[config.mk]
export PLATFORM = sky130hd
export DESIGN_NAME = joypad_scanner
export DESIGN_NICKNAME = d
export VERILOG_FILES = /design/src/rtl/joypad_pkg.sv /design/src/rtl/joypad_shadow.sv /design/src/rtl/joypad_scanner.sv
export SDC_FILE = /design/constraint.sdc
export NUM_CORES = 1
export LEC_CHECK = 0
export CAP_MARGIN = 20
export CORE_UTILIZATION = 45
export CTS_CLUSTER_SIZE = 12
export DETAILED_ROUTE_END_ITERATION = 7
export PLACE_DENSITY = 0.82
export SETUP_SLACK_MARGIN = 0.3
export SLEW_MARGIN = 40
export SYNTH_ARGS = -nofsm -noshare
export SYNTH_HDL_FRONTEND = slang
export SYNTH_SLANG_ARGS = --single-unit
[constraint.sdc]
create_clock -name clk -period 2.4 [get_ports clk]
set_clock_uncertainty 0.1 [all_clocks]
set_input_delay 0.48 -clock clk [delete_from_list [all_inputs] [get_ports clk]]
set_output_delay 0.48 -clock clk [all_outputs]
set_load 0.1 [all_outputs]
[src/rtl/joypad_pkg.sv]
// Shared types and constants for the NES joypad scan controller.
package joypad_pkg;

   typedef enum logic [2:0] {
      ST_IDLE  = 3'd0,
      ST_LATCH = 3'd1,
      ST_LOW   = 3'd2,
      ST_HIGH  = 3'd3,
      ST_DONE  = 3'd4
   } jp_state_t;

   localparam logic [15:0] JP1_ADDR = 16'h4016;
   localparam logic [15:0] JP2_ADDR = 16'h4017;

   // Button positions in the snapshot, in the order the pad shifts them out.
   localparam int unsigned BTN_A      = 0;
   localparam int unsigned BTN_B      = 1;
   localparam int unsigned BTN_SELECT = 2;
   localparam int unsigned BTN_START  = 3;
   localparam int unsigned BTN_UP     = 4;
   localparam int unsigned BTN_DOWN   = 5;
   localparam int unsigned BTN_LEFT   = 6;
   localparam int unsigned BTN_RIGHT  = 7;

   localparam int unsigned NUM_BUTTONS = 8;

   function automatic logic is_pad_addr(input logic [15:0] a);
      return (a == JP1_ADDR) || (a == JP2_ADDR);
   endfunction

endpackage

[src/rtl/joypad_shadow.sv]
// CPU-side shadow of one pad: reloads while strobing, otherwise shifts out
// one button per read and fills with 1s like a real 4021 chain.
module joypad_shadow
   import joypad_pkg::*;
(
   input  logic       clk,
   input  logic       rst_n,
   input  logic       strobe,
   input  logic       shift,
   input  logic [7:0] load_val,
   output logic       data_out
);

   logic [NUM_BUTTONS-1:0] r_shift;

   always_ff @(posedge clk) begin
      if (!rst_n) begin
         r_shift <= '0;
      end else if (strobe) begin
         r_shift <= load_val;
      end else if (shift) begin
         r_shift <= {1'b1, r_shift[NUM_BUTTONS-1:1]};
      end
   end

   assign data_out = r_shift[BTN_A];

endmodule

[src/rtl/joypad_scanner.sv]
// Autonomous two-port NES pad scanner with CPU shadow registers at $4016/$4017.
// Build option: define JOYPAD_DEBOUNCE_EN to publish only after two matching scans.
//
//   state    | meaning
//   ---------+--------------------------------------------------
//   ST_IDLE  | waiting for scan_req or a pending request
//   ST_LATCH | jp_latch high, pads parallel-load their buttons
//   ST_LOW   | pad clocks low; last cycle samples bit[idx]
//   ST_HIGH  | pad clocks high; pads advance to the next bit
//   ST_DONE  | snapshot published, scan_done pulses
module joypad_scanner
   import joypad_pkg::*;
#(
   parameter int unsigned LATCH_CYCLES = 12,
   parameter int unsigned HALF_CYCLES  = 6
) (
   input  logic        clk,
   input  logic        rst_n,
   input  logic        scan_req,
   input  logic        wren,
   input  logic        rden,
   input  logic [15:0] addr,
   input  logic [7:0]  from_cpu,
   output logic [7:0]  to_cpu,
   input  logic        jp1_data,
   input  logic        jp2_data,
   output logic        jp_latch,
   output logic        jp1_clk,
   output logic        jp2_clk,
   output logic [7:0]  pad1_buttons,
   output logic [7:0]  pad2_buttons,
   output logic        scan_done,
   output logic        busy
);

   localparam int unsigned CNT_MAX = (LATCH_CYCLES > HALF_CYCLES) ? LATCH_CYCLES : HALF_CYCLES;
   localparam int unsigned CNT_W   = $clog2(CNT_MAX + 1);
   localparam logic [CNT_W-1:0] LATCH_LOAD = CNT_W'(LATCH_CYCLES - 1);
   localparam logic [CNT_W-1:0] HALF_LOAD  = CNT_W'(HALF_CYCLES - 1);
   localparam logic [2:0]       LAST_IDX   = 3'(BTN_RIGHT);

   jp_state_t        r_state;
   jp_state_t        w_state_nxt;
   logic [CNT_W-1:0] r_cnt;
   logic             w_tc;
   logic [2:0]       r_idx;
   logic             r_pending;
   logic [1:0]       r_sync1;
   logic [1:0]       r_sync2;
   logic [7:0]       r_cap1;
   logic [7:0]       r_cap2;
   logic [7:0]       r_pad1;
   logic [7:0]       r_pad2;
   logic             r_jp_latch;
   logic             r_jp_clk;
   logic             r_scan_done;
   logic             r_busy;
   logic             r_strobe;
   logic             w_enter_done;
   logic             w_ld1;
   logic             w_ld2;
   logic             w_rd1;
   logic             w_rd2;
   logic             w_sh1_bit;
   logic             w_sh2_bit;

   always_ff @(posedge clk) begin
      if (!rst_n) begin
         r_state <= ST_IDLE;
      end else begin
         r_state <= w_state_nxt;
      end
   end

   always_comb begin
      w_state_nxt = r_state;
      w_tc        = (r_cnt == '0);
      case (r_state)
         ST_IDLE:  if (scan_req || r_pending) w_state_nxt = ST_LATCH;
         ST_LATCH: if (w_tc) w_state_nxt = ST_LOW;
         ST_LOW:   if (w_tc) w_state_nxt = ST_HIGH;
         ST_HIGH:  if (w_tc) w_state_nxt = (r_idx == LAST_IDX) ? ST_DONE : ST_LOW;
         ST_DONE:  w_state_nxt = ST_IDLE;
         default:  w_state_nxt = ST_IDLE;
      endcase
   end

   // Phase timer reloads on every state change and counts down to terminal zero.
   always_ff @(posedge clk) begin
      if (!rst_n) begin
         r_cnt <= '0;
      end else if (w_state_nxt != r_state) begin
         case (w_state_nxt)
            ST_LATCH:        r_cnt <= LATCH_LOAD;
            ST_LOW, ST_HIGH: r_cnt <= HALF_LOAD;
            default:         r_cnt <= '0;
         endcase
      end else if (!w_tc) begin
         r_cnt <= r_cnt - 1'b1;
      end
   end

   always_ff @(posedge clk) begin
      if (!rst_n) begin
         r_idx <= '0;
      end else if (r_state == ST_LATCH && w_state_nxt == ST_LOW) begin
         r_idx <= '0;
      end else if (r_state == ST_HIGH && w_state_nxt == ST_LOW) begin
         r_idx <= r_idx + 1'b1;
      end
   end

   always_ff @(posedge clk) begin
      if (!rst_n) begin
         r_pending <= 1'b0;
      end else if (r_state == ST_IDLE) begin
         r_pending <= 1'b0;
      end else if (scan_req) begin
         r_pending <= 1'b1;
      end
   end

   always_ff @(posedge clk) begin
      if (!rst_n) begin
         r_sync1 <= '0;
         r_sync2 <= '0;
      end else begin
         r_sync1 <= {r_sync1[0], jp1_data};
         r_sync2 <= {r_sync2[0], jp2_data};
      end
   end

   // Pad data is active-low; store pressed = 1.
   always_ff @(posedge clk) begin
      if (!rst_n) begin
         r_cap1 <= '0;
         r_cap2 <= '0;
      end else if (r_state == ST_LOW && w_tc) begin
         r_cap1[r_idx] <= ~r_sync1[1];
         r_cap2[r_idx] <= ~r_sync2[1];
      end
   end

   assign w_enter_done = (r_state == ST_HIGH) && (w_state_nxt == ST_DONE);

`ifdef JOYPAD_DEBOUNCE_EN
   logic [7:0] r_prev1;
   logic [7:0] r_prev2;

   always_ff @(posedge clk) begin
      if (!rst_n) begin
         r_prev1 <= '0;
         r_prev2 <= '0;
      end else if (w_enter_done) begin
         r_prev1 <= r_cap1;
         r_prev2 <= r_cap2;
      end
   end

   assign w_ld1 = (r_cap1 == r_prev1);
   assign w_ld2 = (r_cap2 == r_prev2);
`else
   assign w_ld1 = 1'b1;
   assign w_ld2 = 1'b1;
`endif

   // Snapshot is loaded on entry to DONE so it is valid while scan_done is high.
   always_ff @(posedge clk) begin
      if (!rst_n) begin
         r_pad1      <= '0;
         r_pad2      <= '0;
         r_scan_done <= 1'b0;
      end else begin
         r_scan_done <= w_enter_done && (w_ld1 || w_ld2);
         if (w_enter_done && w_ld1) r_pad1 <= r_cap1;
         if (w_enter_done && w_ld2) r_pad2 <= r_cap2;
      end
   end

   // Pad-side outputs are registered from the next state so the wires never glitch.
   always_ff @(posedge clk) begin
      if (!rst_n) begin
         r_jp_latch <= 1'b0;
         r_jp_clk   <= 1'b0;
         r_busy     <= 1'b0;
      end else begin
         r_jp_latch <= (w_state_nxt == ST_LATCH);
         r_jp_clk   <= (w_state_nxt == ST_HIGH);
         r_busy     <= (w_state_nxt != ST_IDLE);
      end
   end

   always_ff @(posedge clk) begin
      if (!rst_n) begin
         r_strobe <= 1'b0;
      end else if (wren && addr == JP1_ADDR) begin
         r_strobe <= from_cpu[0];
      end
   end

   assign w_rd1 = rden && (addr == JP1_ADDR);
   assign w_rd2 = rden && (addr == JP2_ADDR);

   joypad_shadow u_shadow1 (
      .clk      (clk),
      .rst_n    (rst_n),
      .strobe   (r_strobe),
      .shift    (w_rd1),
      .load_val (r_pad1),
      .data_out (w_sh1_bit)
   );

   joypad_shadow u_shadow2 (
      .clk      (clk),
      .rst_n    (rst_n),
      .strobe   (r_strobe),
      .shift    (w_rd2),
      .load_val (r_pad2),
      .data_out (w_sh2_bit)
   );

   always_comb begin
      to_cpu = 8'h00;
      if (addr == JP1_ADDR) begin
         to_cpu = {1'b0, is_pad_addr(addr), 5'b0, w_sh1_bit};
      end else if (addr == JP2_ADDR) begin
         to_cpu = {1'b0, is_pad_addr(addr), 5'b0, w_sh2_bit};
      end
   end

   assign jp_latch     = r_jp_latch;
   assign jp1_clk      = r_jp_clk;
   assign jp2_clk      = r_jp_clk;
   assign pad1_buttons = r_pad1;
   assign pad2_buttons = r_pad2;
   assign scan_done    = r_scan_done;
   assign busy         = r_busy;

endmodule

==> results of run 1 <==
[worst max-delay path: cells and delay by family]
family,cells,cell delay (ns)
buffers and inverters,3,0.60
AND/OR/NAND/NOR,3,0.40
[power breakdown]
part | internal (mW) | switching (mW) | leakage (nW)
registers | 1.16 | 0.0432 | 0.552
logic | 0.171 | 0.242 | 0.908
clock network | 0.576 | 0.419 | 0.102
total | 1.91 | 0.704 | 1.56
[worst max-delay path by stage]
| stage | startpoint | slack (ns) | to |
|---|---|---|---|
| floorplan | addr[5] | 0.22 | to_cpu[0] |
| global route | r_cnt[1] | 0.27 | pad2_buttons[2] |
| detailed placement | addr[5] | -0.03 | to_cpu[0] |
| global placement | addr[5] | -0.008 | to_cpu[0] |
| CTS | addr[13] | 0.24 | to_cpu[0] |
| finish | addr[9] | 0.34 | to_cpu[0] |
[cell type report]
class	count	area [um2]
repair buffers	69	583.1
multi-input cells	216	1433
inverters	9	37.54
clock buffers	10	127.6
flip-flops and latches	68	1369
clock inverters	5	77.57
fillers	513	2340
well taps	75	93.84
[kinds of logic after synthesis]
kind of cell / synth area share, %
DFF: 47.22
buffers and inverters: 6.727
adders and majority gates: 1.302
muxes: 11.81
other: 0.1301
AOI/OAI and AO/OA: 14.84
and+or+nand+nor: 17.67
xor gates and xnor gates: 0.3039
[repair_timing]
item / 4_1_cts / 5_1_grt
setup endpoints to repair: 21 / 20
pin swaps: 5 / 8
resized for setup: 37 / 24
setup buffers: 3 / 6
cloned: 0 / 1
[through the flow]
step	util, %	hold WS [ns]
global route	61.40	0.3721
finish	61.40	0.3312
CTS	60.43	0.3367
floorplan	-	0.3119
global placement	56.59	0.3144
detailed placement	56.59	0.3258
[placed cells by master (no fill, tap or decap), types with 2 or more instances in the layout]
cell type / synthesis / routed
nor4b_4: 1 / 2
o211a_1: 2 / 2
o21ai_0: 29 / 29
nand2_1: 5 / 5
buf_6: 2 / 4
nand2b_1: 2 / 2
clkdlybuf4s50_1: 0 / 7
inv_2: 1 / 3
or3_1: 2 / 2
clkbuf_8: 0 / 9
mux2i_2: 0 / 2
a211oi_1: 2 / 2
and2_1: 6 / 6
ha_1: 3 / 2
dfxtp_1: 68 / 64
buf_2: 1 / 3
bufinv_16: 0 / 2
a21oi_1: 21 / 21
nor2b_1: 2 / 2
clkinv_2: 0 / 2
mux2i_1: 34 / 32
clkbuf_2: 0 / 5
a31oi_1: 14 / 14
clkdlybuf4s15_1: 0 / 2
a22oi_1: 2 / 2
clkinvlp_4: 0 / 2
nand4_1: 4 / 4
nor4bb_1: 3 / 2
nand3_1: 8 / 8
conb_1: 1 / 6
inv_1: 8 / 5
nor3_1: 6 / 6
dlygate4sd2_1: 0 / 4
buf_4: 7 / 40
buf_12: 1 / 3
nor2_1: 46 / 45
dfxtp_2: 0 / 3
nor3b_1: 3 / 2
[layer usage]
layer	up-vias	wire, um
met3	9	358
met4	0	63
li1	1224	-
met2	73	3378
met5	-	0
met1	1185	2785
[state kept, by name, indices dropped and copies added, names as in the netlist]
signal             cells
pad1_buttons           8
pad2_buttons           8
u_shadow1.r_shift      8
r_idx                  3
jp_latch               1
r_cnt                  4
r_cap1                 8
r_sync1                2
u_shadow2.r_shift      8
r_state                3
r_pending              1
r_cap2                 8
r_strobe               1
r_sync2                2
jp1_clk                1
busy                   1
scan_done              1
==> flow_summary.toml, run 1 <==
[clocking]
clock_sinks = 68
postCtsHoldBufs = 0
tritoncts = "done"
clockBufferDepth = 2
cts.clk_slew.worst_paths_ns = 0.07
htreeDepth = 3
root_buffer = "clkbuf_8"
clk_latency_ns = 0.34
cts_buffers = 9

[timing]
slew_headroom_pct = 59.24
final-hold-violation-count = 0
tightest_slew_ns = 0.6105
finalCritPeriodShare_pct = 85.96
slew_viol_final = 0
max_freq_mhz = 484.7
fin_crit_ns = 2.063
rsz0062_at_grt = "yes"
fin_tns_setup_ns = 0
setup_viol = 0
fin_ws_ns = 0.3370

[place]
place_ws_ns = -0.02880
io_buffers = 46
dpl_cell_area_um2 = 3430
dp_hpwl_mm = 4.272
place_inst = 427
place_congestion = 0.7761

[hold_path]
worstHoldEndpoint = "r_sync1[1]"
whs_path_depth = 1
min_from = "r_sync1[0]"
min_path_type = "flop to flop"

[worst_setup_path]
cp-end-kind = "primary output"
cp.arrival_ns = 1.48
cp.required_ns = 1.82
start_kind = "input port"
r2r-end = "pad2_buttons[3]"
reg2reg_depth = 7
slowest_delay_ns = 0.26
rrSetupSlack_ns = 0.36
r2r-start = "r_cnt[1]"
crit_chain = "dlygate4sd2_1 > nor4_4 > nand4_1 > buf_6 > nor2_4 > buf_12"
slowest_stage = "dlygate4sd2_1"
path_max_fanout = 3
path_class = "input port to primary output"

[die]
die_x_um = 82.04
rows = 28
core_area_um2 = 6061
die_area_um2 = 6731
die_y_um = 82.04
start_util_pct = 47.56
io_pins = 60

[detailed_routing]
drt_wl_total_mm = 6.585
via_per_inst = 5.511
drt_iter0_drc = 74
route.detailed.drc = 0
wl_per_cell_um = 14.57
drt_pass1_iterations = 4
vias = 2491
postRouteAntennaNets = 0

[synthesis]
yosys-top-cells-area = "dfxtp_1 (47%), mux2i_1 (12%), nor2_1 (6.0%)"
yosysWarnings = 0
synth.yosys.seq_area_share_pct = 47.22
synth_flop_cell = "dfxtp_1"
synth_seq_cells = 68
synth_top_cell_area_share_pct = 47.22
async_reset_ff_share_pct = 0
synth-edff-count = 0
synth_cells = 315
synth.distinct_cells = 42
yosys.area.top_type = "dfxtp_1"
synth.cell_area_um2 = 2883
yosysMostFrequentCell = "dfxtp_1"
synth_common_cells = "dfxtp_1 (68), nor2_1 (46), mux2i_1 (34), o21ai_0 (29), a21oi_1 (21)"
syn_avg_cell_area_um2 = 9.152

[pwr]
p_leak_nw = 1.563
ir_drop_v = 0.0004766
power.density_nw_per_um2 = 702.8
p_total_mw = 2.615

[layout]
final_cell_area_um2 = 3721
area_growth_pct = 29.08
fin_cells = 452
layout-drive-gt1-share_pct = 23.61
antenna_cells = 0
nets = 407

[run]
cap_viol_max_count = 0

[global_routing]
first_global_vias = 2271
met1_usage_pct = 24.32
use_met2_pct = 34.79
grt.busiest_layer = "met2"
overflow = 0
grt_use_total_pct = 20.26
grt_pass1_wl_mm = 10.38
grt_max_degree = 37
met3_usage_pct = 4.000
antenna_found_initial = 0

[outcome]
status = "complete, no violations"
(Power assumes the default switching activity.)
==> run 2, diff against run 1 <==
- GPL_TIMING_DRIVEN: unset -> 0
==> run 2 against run 1 <==
Fmax down 1.2%. Non-clock buffer count increased by 20. Critical path depth did not move. Sequential power is essentially flat. Combinational power grew 9.7%. First-iteration DRC count is 45% higher. Sequential share of layout area down 1.2 points. Worst hold slack gained 0.0044 ns. Critical endpoint unchanged.
==> flow_summary.toml, run 2 (synthesis results as in run 1) <==
[die]
io_pins = 60
rows = 28
die_x_um = 82.04
die_y_um = 82.04
core_area_um2 = 6061
die_area_um2 = 6731
start_util_pct = 47.56

[place]
place_inst = 441
dp_hpwl_mm = 4.625
place_ws_ns = -0.4652
io_buffers = 46
dpl_cell_area_um2 = 3398
place_congestion = 0.8228

[clocking]
root_buffer = "clkbuf_8"
cts_buffers = 9
postCtsHoldBufs = 0
cts.clk_slew.worst_paths_ns = 0.07
htreeDepth = 3
clk_latency_ns = 0.34
clockBufferDepth = 2
clock_sinks = 68
tritoncts = "done"

[worst_setup_path]
crit_family = "buffers and inverters"
cp.arrival_ns = 1.51
path_max_fanout = 2
rrSetupSlack_ns = 0.34
cp-end-kind = "primary output"
start_kind = "input port"
crit_chain = "dlygate4sd2_1 > clkbuf_8 > clkbuf_16 > mux2i_4 > nor2_4 > buf_12"
r2r-start = "r_cnt[1]"
worst-path-buf-inv = 4
reg2reg_depth = 9
path_class = "input port to primary output"
slowest_stage = "dlygate4sd2_1"
cp.required_ns = 1.82
r2r-end = "pad2_buttons[5]"
slowest_delay_ns = 0.26

[timing]
slew_viol_final = 0
final-hold-violation-count = 0
fin_tns_setup_ns = 0
hold_slack_ns = 0.3355
slew_headroom_pct = 64.74
max_freq_mhz = 479.0
tightest_slew_ns = 0.5278
fin_ws_ns = 0.3122
setup_viol = 0
finalCritPeriodShare_pct = 86.99
fin_crit_ns = 2.088
rsz0062_at_grt = "yes"

[hold_path]
min_path_type = "flop to flop"
worstHoldEndpoint = "r_sync1[1]"
min_from = "r_sync1[0]"
whs_path_depth = 1

[layout]
multi_input_area_um2 = 1448
area_growth_pct = 32.99
final_cell_mix = "dfxtp_1 (66), nor2_1 (45), mux2i_1 (32)"
fin_cells = 473
final_cell_area_um2 = 3834
layout-drive-gt1-share_pct = 25.13
layout_commonest_cell = "dfxtp_1"
antenna_cells = 0
nets = 427
fin_util_pct = 63.25
fillers = 515
regArea_um2 = 1364

[global_routing]
first_global_vias = 2216
overflow = 0
grt_pass1_wl_mm = 10.23
grt_use_total_pct = 20.55
grt_max_degree = 13
antenna_found_initial = 0

[pwr]
intPower_mw = 1.968
power_frac_clock_pct = 38.8
power.density_nw_per_um2 = 702.3
ir_drop_v = 0.0005404
p_comb_share_pct = 16.8
p_leak_nw = 1.639
power.switching_mw = 0.7242
seqPwrFrac_pct = 44.4
p_sw_share_pct = 26.90
p_total_mw = 2.692

[detailed_routing]
drt_wl_total_mm = 6.508
vias = 2471
drt_pass1_iterations = 4
drt_iter0_drc = 107
wl_per_cell_um = 13.76
postRouteAntennaNets = 0
route.detailed.drc = 0
via_per_inst = 5.224

[outcome]
status = "complete, no violations"

[run]
cap_viol_max_count = 0
-- run 2: cell types whose count changed in the layout (fill, tap and decap cells not counted), moves of 2 or more --
cell | before | now
buf_2 | 3 | 27
buf_4 | 40 | 20
clkbuf_1 | 1 | 12
clkbuf_16 | 0 | 2
clkbuf_8 | 9 | 11
clkinv_4 | 0 | 2
dfxtp_1 | 64 | 66
dlygate4sd2_1 | 4 | 2
-- run 2: layout make-up --
type / instances / area share (%)
Clock inverter: 6 / 2.285
Timing Repair Buffer: 62 / 12.24
Multi-Input combinational cell: 216 / 37.76
Buffer: 27 / 5.124
Sequential cell: 68 / 35.57
Clock buffer: 10 / 3.590
Inverter: 9 / 0.9791
Tap cell: 75 / 2.448
-- run 2: worst max-delay path by stage --
stage / start / endpoint / slack (ns) / cells past startpoint
final: addr[0] / to_cpu[0] / 0.31 / 6
after global routing: r_cnt[0] / pad2_buttons[4] / 0.27 / 9
after global placement: addr[0] / to_cpu[0] / -1.16 / 6
after detailed placement: addr[0] / to_cpu[0] / -0.47 / 6
after floorplan: addr[5] / to_cpu[0] / 0.22 / 3
after CTS: r_cnt[0] / pad1_buttons[5] / 0.30 / 9
-- run 2: power groups by stage --
| stage | clock network (mW) | logic, mW | registers, mW |
|---|---|---|---|
| after CTS | 1.06 | 0.404 | 1.19 |
| after global placement | 0 | 0.387 | 1.21 |
| final | 1.04 | 0.453 | 1.20 |
| after floorplan | 0 | 0.253 | 1.26 |
| after detailed placement | 0 | 0.390 | 1.22 |
| after global routing | 1.11 | 0.489 | 1.20 |
-- run 2: worst register-to-register path, delay by kind of cell, from the launching register on --
family,cells,cell delay [ns]
DFF,1,0.33
and+or+nand+nor,3,0.66
buffers and inverters,4,0.51
muxes,1,0.19
adders and majority gates,1,0.15
-- run 2: what timing repair did --
| action | 4_1_cts | 5_1_grt |
|---|---|---|
| pin swaps | 6 | 8 |
| setup endpoints to repair | 14 | 43 |
| resized for setup | 59 | 19 |
| buffers inserted | 9 | 6 |
| cloned | 0 | 1 |
-- run 2: routing by layer --
layer / share of wire (%) / up-vias / GRT usage, % / wire, um
met5: 0 / - / 0 / 0
met3: 5.0 / 4 / 4.333 / 327
met1: 46 / 1140 / 24.35 / 2980
li1: - / 1270 / - / -
met4: 0.52 / 0 / 10.53 / 34
met2: 49 / 57 / 34.79 / 3166
